[src/rtl/cycle_timer.sv]
// ----------------------------------------------------------------------------
// cycle_timer
//
// Phase timer for the washing-machine controller. When the controlling FSM
// requests a run, the timer loads a duration of timer_period steps, each
// SECONDS_PER_STEP seconds long. It then counts it down once per second,
// where one second is TICKS_PER_SEC clock cycles. The run can be paused,
// resumed and aborted. A level flag and a one-cycle strobe report that the
// phase has elapsed.
//
// Parameters
//   TICKS_PER_SEC     clk cycles per second
//   SECONDS_PER_STEP  seconds represented by one timer_period count
//
// Ports
//   clk                rising-edge clock
//   reset              synchronous active-high reset; highest priority
//   timer_reset        synchronous clear to IDLE from the FSM
//   timer_enable       run request; low pauses a running phase
//   timer_period[3:0]  phase duration in steps, sampled only at load
//   timer_done         level flag, high while in DONE
//   done_pulse         one-cycle strobe on entry to DONE
//   timer_running      high only while counting (RUN)
//   remaining_seconds  seconds left in the current phase, for display
//
// All outputs come straight from flops, so no input reaches an output
// combinationally.
// ----------------------------------------------------------------------------
module cycle_timer #(
  parameter int TICKS_PER_SEC    = 5,
  parameter int SECONDS_PER_STEP = 60
) (
  input  logic        clk,
  input  logic        reset,
  input  logic        timer_reset,
  input  logic        timer_enable,
  input  logic [3:0]  timer_period,
  output logic        timer_done,
  output logic        done_pulse,
  output logic        timer_running,
  output logic [15:0] remaining_seconds
);

  // The prescaler is at least one bit wide, so TICKS_PER_SEC = 1 still
  // elaborates. In that case it stays at 0 and every enabled cycle is a tick.
  localparam int PW = (TICKS_PER_SEC > 1) ? $clog2(TICKS_PER_SEC) : 1;
  localparam logic [PW-1:0] PRESC_LAST = PW'(TICKS_PER_SEC - 1);

  typedef enum logic [1:0] {
    ST_IDLE,
    ST_RUN,
    ST_PAUSED,
    ST_DONE
  } state_e;

  state_e         state_q,     state_d;
  logic [PW-1:0]  presc_q,     presc_d;
  logic [15:0]    remaining_q, remaining_d;
  logic           done_q,      done_d;
  logic           pulse_q,     pulse_d;
  logic           running_q,   running_d;

  // The product is formed at 32 bits and then truncated to 16 bits. A
  // product that truncates to zero behaves like a zero-length phase.
  logic [31:0] duration_full;
  logic [15:0] duration;

  always_comb begin
    duration_full = 32'(timer_period) * 32'(SECONDS_PER_STEP);
    duration      = duration_full[15:0];
  end

  always_comb begin
    // NOTE: every signal assigned in this block gets a default first, so no
    // path through the case leaves it unassigned and no latch is inferred.
    state_d     = state_q;
    presc_d     = presc_q;
    remaining_d = remaining_q;
    done_d      = done_q;
    pulse_d     = 1'b0;
    running_d   = running_q;

    unique case (state_q)
      ST_IDLE: begin
        if (timer_enable) begin
          presc_d = '0;
          if (duration == 16'd0) begin
            state_d     = ST_DONE;
            remaining_d = 16'd0;
            done_d      = 1'b1;
            pulse_d     = 1'b1;
          end else begin
            state_d     = ST_RUN;
            remaining_d = duration;
            running_d   = 1'b1;
          end
        end
      end

      // RUN and PAUSED share one counting rule. Every cycle sampled with
      // enable high advances the prescaler, including the cycle that resumes
      // from PAUSED. A pause therefore delays completion by exactly the
      // number of cycles sampled with enable low.
      ST_RUN, ST_PAUSED: begin
        if (!timer_enable) begin
          state_d   = ST_PAUSED;
          running_d = 1'b0;
        end else begin
          state_d   = ST_RUN;
          running_d = 1'b1;
          if (presc_q == PRESC_LAST) begin
            presc_d     = '0;
            remaining_d = remaining_q - 16'd1;
            if (remaining_q == 16'd1) begin
              state_d   = ST_DONE;
              running_d = 1'b0;
              done_d    = 1'b1;
              pulse_d   = 1'b1;
            end
          end else begin
            presc_d = presc_q + PW'(1);
          end
        end
      end

      // DONE holds until the timer is cleared. The done flag stays high and
      // remaining_seconds stays at zero.
      ST_DONE: ;

      default: state_d = ST_IDLE;
    endcase

    // An abort from the FSM overrides everything above, including enable.
    if (timer_reset) begin
      state_d     = ST_IDLE;
      presc_d     = '0;
      remaining_d = 16'd0;
      done_d      = 1'b0;
      pulse_d     = 1'b0;
      running_d   = 1'b0;
    end
  end

  // NOTE: state is updated only with non-blocking assignments, so every flop
  // samples the values from before the edge, regardless of statement order.
  always_ff @(posedge clk) begin
    if (reset) begin
      state_q     <= ST_IDLE;
      presc_q     <= '0;
      remaining_q <= 16'd0;
      done_q      <= 1'b0;
      pulse_q     <= 1'b0;
      running_q   <= 1'b0;
    end else begin
      state_q     <= state_d;
      presc_q     <= presc_d;
      remaining_q <= remaining_d;
      done_q      <= done_d;
      pulse_q     <= pulse_d;
      running_q   <= running_d;
    end
  end

  assign timer_done        = done_q;
  assign done_pulse        = pulse_q;
  assign timer_running     = running_q;
  assign remaining_seconds = remaining_q;

endmodule

[config.mk]
export PLATFORM = sky130hd
export DESIGN_NAME = cycle_timer
export DESIGN_NICKNAME = d
export VERILOG_FILES = /design/src/rtl/cycle_timer.sv
export SDC_FILE = /design/constraint.sdc
export NUM_CORES = 1
export LEC_CHECK = 0
export CAP_MARGIN = 20
export CORE_MARGIN = 2
export CORE_UTILIZATION = 35
export CTS_BUF_LIST = sky130_fd_sc_hd__clkbuf_8
export DETAILED_ROUTE_END_ITERATION = 10
export HOLD_SLACK_MARGIN = 0.1
export MAX_ROUTING_LAYER = met4
export PLACE_DENSITY_LB_ADDON = 0.15
export SLEW_MARGIN = 20
export SYNTH_ARGS = -nofsm -noshare
export SYNTH_HDL_FRONTEND = slang
export SYNTH_SLANG_ARGS = --single-unit
[constraint.sdc]
create_clock -name clk -period 3.7 [get_ports clk]
set_clock_uncertainty 0.1 [all_clocks]
set_input_delay 0.37 -clock clk [delete_from_list [all_inputs] [get_ports clk]]
set_output_delay 0.37 -clock clk [all_outputs]
set_load 0.03 [all_outputs]
==> results by group <==
Critical path
  • Crit path launch type: primary input
  • CP max-delay cell: fa_1
  • CP Data Arrival Time: roughly 3.7 ns
  • R2r endpoint: timer_running
  • Reg2reg path depth: 6
  • Worst Path Buf+Inv: 2
  • Cell mode on critical path: fa_2
  • Cell family with most CP delay: adder cells
  • Crit Path Max Fanout: 3
  • R2r startpoint: remaining_seconds[0]
  • Cells along the critical path: dlygate4sd2_1, fa_1, fa_2, fa_2, xor2_1, or4b_1, or4_4, buf_4, a221oi_2, o21a_1
  • Worst path max stage delay: about 0.58 ns
  • Reg-to-reg slack, setup: roughly 1.2 ns
  • Crit Path Category: in -> reg
  • CP required: between 3 and 4 ns
  • Worst setup EP type: flop

Timing
  • Fin crit period: 3.552 ns
  • RSZ-0062 raised after global routing: false
  • Max-slew violations: 0
  • Fmax: approximately 280 MHz
  • Hold Vio Cnt, Final: 0
  • Worst Max-Slew Pin Slew: 0.5209 ns
  • Final setup fails: 0
  • Crit share post-route: 0.9599
  • Relative slew slack: 0.6438

Synth
  • #FFs+latches synth: 24
  • Mapped cell area: around 0.0018 mm2
  • Synth area leader: dfxtp_1
  • Gate count of the mapped netlist: between 200 and 250
  • Yosys top cell area share: 0.2682
  • Seq/Total Area, Yosys: 0.2682
  • Commonest cells post-synth: dfxtp_1 (24), nor2_1 (22), ha_1 (18)
  • EDFF count, synth: 0
  • Async SR Flop Fraction: 0
  • Count of cell types in the netlist: 50
  • Dominant cells by area after synthesis: dfxtp_1 (27%), ha_1 (13%), fa_1 (5.6%)
  • Count leader, synth: dfxtp_1
  • Main synth FF type: dfxtp_1
  • Avg Inst Size Synth: approximately 8.3 um2
  • Syn_nets: 247
  • YS warnings: 0

Clock network
  • CTS clock-pin slew for the worst setup and hold paths: around 0.1 ns
  • Hold_buf cts: 0
  • CTS buffer count: 3
  • CTS tree: done
  • Clock sink count: 24
  • Clock Path Buffers: 2
  • Later-pin clock latency in the skew report: 0.28 ns
  • Clk root buf: clkbuf_8
  • H-tree lvl count: 1

Floorplan
  • Height of the chip: 75.55 um
  • Core ar.: around 0.005 mm2
  • Die area: around 0.0057 mm2
  • # rows: 26
  • Initial Util: 0.3576
  • Die width: approximately 76 um
  • I/O pin cnt: 27

Global routing
  • Total GRT Usage: 0.1766
  • Largest net degree at the start of global routing: 16
  • First-pass GRT wire length: between 7000 and 8000 um
  • GRT overflow: 0
  • Vias in the first global route: approximately 1.6k
  • Antenna violations before repair: 0

Place
  • Placed inst area: ~0.0023 mm2
  • Post-Place Cells: 326
  • Port buffer count: 26
  • Dpl hpwl: about 3400 um
  • Global placement routability congestion: 0.8303

Hold path
  • Hold Path Origin: timer_done
  • Worst Hold Path EP: timer_done
  • HP Class: reg -> reg
  • Hold Path Depth: 1

Routing
  • Residual DRC: 0
  • Drt first pass iters: 4
  • Post-Route WL: 4402 um
  • Vias: 1695
  • Number of routed nets with antenna violations: 0
  • DR iter-0 viols: 86
  • Drt wl/cell: 13.26 um
  • DR vias/cell: between 5 and 6

Finish
  • Core Util, Final: 0.4770
  • Final instance area: about 0.0024 mm2
  • Final net count: between 200 and 300
  • Layout area overhead: 33.38%
  • Non-Filler Instances: 332
  • Ratio of cells with drive above 1 in the final layout: 0.1756
  • # diodes: 0

Pwr
  • Tot Pwr: 0.9038 mW
  • Lkg Pwr: a little under 1 nW
  • VDD IR max: about 0.21 mV
  • P per Cell Area: 378.2 mW/mm2

Outcome
  • Outcome: finished, final reports clean

Run
  • Max-cap violations: 0
-- metrics by stage --
| stage | setup WS, ns | hold WS (ns) | setup TNS (ns) |
|---|---|---|---|
| after detailed placement | -0.5572 | 0.3605 | -2.735 |
| after global placement | -0.4791 | 0.3607 | -2.300 |
| after global routing | 0.02045 | 0.4224 | 0 |
| final | 0.1483 | 0.3820 | 0 |
| after floorplan | 0.04689 | 0.3486 | 0 |
| after CTS | 0.06065 | 0.3887 | 0 |
-- power breakdown --
| group | internal, mW | switching (mW) |
|---|---|---|
| clock network | 0.145 | 0.0974 |
| logic | 0.181 | 0.190 |
| registers | 0.271 | 0.0189 |
-- worst reg2reg max path: stages (launching register included) --
cell and delay [ns]:
dfxtp_1 0.43, ha_1 0.18, or4b_4 0.46, or4_4 0.45, or3_1 0.34, o2111a_1 0.14, a311o_1 0.34
-- sequential cells by signal (all words and copies together), names as in the netlist --
name / count
remaining_seconds: 16
presc_q: 3
state_q: 2
done_pulse: 1
timer_done: 1
timer_running: 1
-- logic make-up (layout without fill, tap and decap cells) --
kind of cell	count (synthesis)	in the layout	synth area share
flip-flops	24	24	0.2682
adder cells (fa/ha/maj)	23	23	0.1816
AO/OA/AOI/OAI	56	56	0.2074
XOR/XNOR	10	10	0.04889
buffers and inverters	26	72	0.06354
AND/OR/NAND/NOR	77	77	0.2304
-- worst max-delay path by stage --
stage / endpoint / start / cells after the start / slack [ns]
floorplan: done_pulse / timer_period[0] / 8 / 0.05
global placement: timer_done / timer_period[0] / 10 / -0.48
detailed placement: timer_done / timer_period[0] / 10 / -0.56
CTS: timer_done / timer_period[1] / 12 / 0.06
global route: timer_done / timer_period[0] / 12 / 0.02
finish: timer_done / timer_period[0] / 10 / 0.15
-- metal layers --
layer / vias up / global-route usage / wire (um)
met3: 5 / 0.02778 / 129
li1: 873 / - / -
met1: 789 / 0.2330 / 2195
met2: 28 / 0.2908 / 2041
met4: 0 / 0.02924 / 36
met5: - / - / 0
-- area by class of cell --
| cell class | instances | area, um2 |
|---|---|---|
| Tap cell | 70 | 87.58 |
| Clock inverter | 1 | 30.03 |
| Multi-Input combinational cell | 166 | 1239 |
| Inverter | 16 | 60.06 |
| Timing Repair Buffer | 52 | 451.7 |
| Clock buffer | 3 | 41.29 |
| Sequential cell | 24 | 480.5 |
| Fill cell | 532 | 2620 |
-- what timing repair did --
| item | in CTS | in global routing |
|---|---|---|
| setup endpoints to repair | 5 | 5 |
| buffers inserted | 1 | 1 |
| pin swaps | 4 | 4 |
| resized for setup | 8 | 3 |
-- placed cells by master (no fill, tap or decap), types with 2 or more instances in the layout --
cell | netlist | routed
a211oi_1 | 6 | 5
a21o_1 | 2 | 2
a21oi_1 | 17 | 17
a22oi_1 | 2 | 2
buf_4 | 2 | 26
clkbuf_8 | 0 | 3
clkdlybuf4s50_1 | 0 | 23
dfxtp_1 | 24 | 24
dlygate4sd2_1 | 0 | 3
fa_1 | 5 | 3
fa_2 | 0 | 2
ha_1 | 18 | 17
inv_1 | 16 | 16
nand2_1 | 14 | 14
nand3_1 | 5 | 5
nand4_1 | 4 | 4
nor2_1 | 22 | 22
nor2b_1 | 2 | 2
nor3_1 | 6 | 6
nor4_1 | 4 | 4
o211ai_1 | 2 | 2
o21ai_0 | 9 | 8
o21ai_1 | 1 | 2
o22ai_1 | 2 | 2
o31ai_1 | 2 | 2
or2_2 | 3 | 3
or3_1 | 5 | 5
or4_1 | 2 | 2
or4_4 | 2 | 2
xnor2_1 | 3 | 3
xor2_1 | 7 | 7
(Power assumes the default switching activity.)
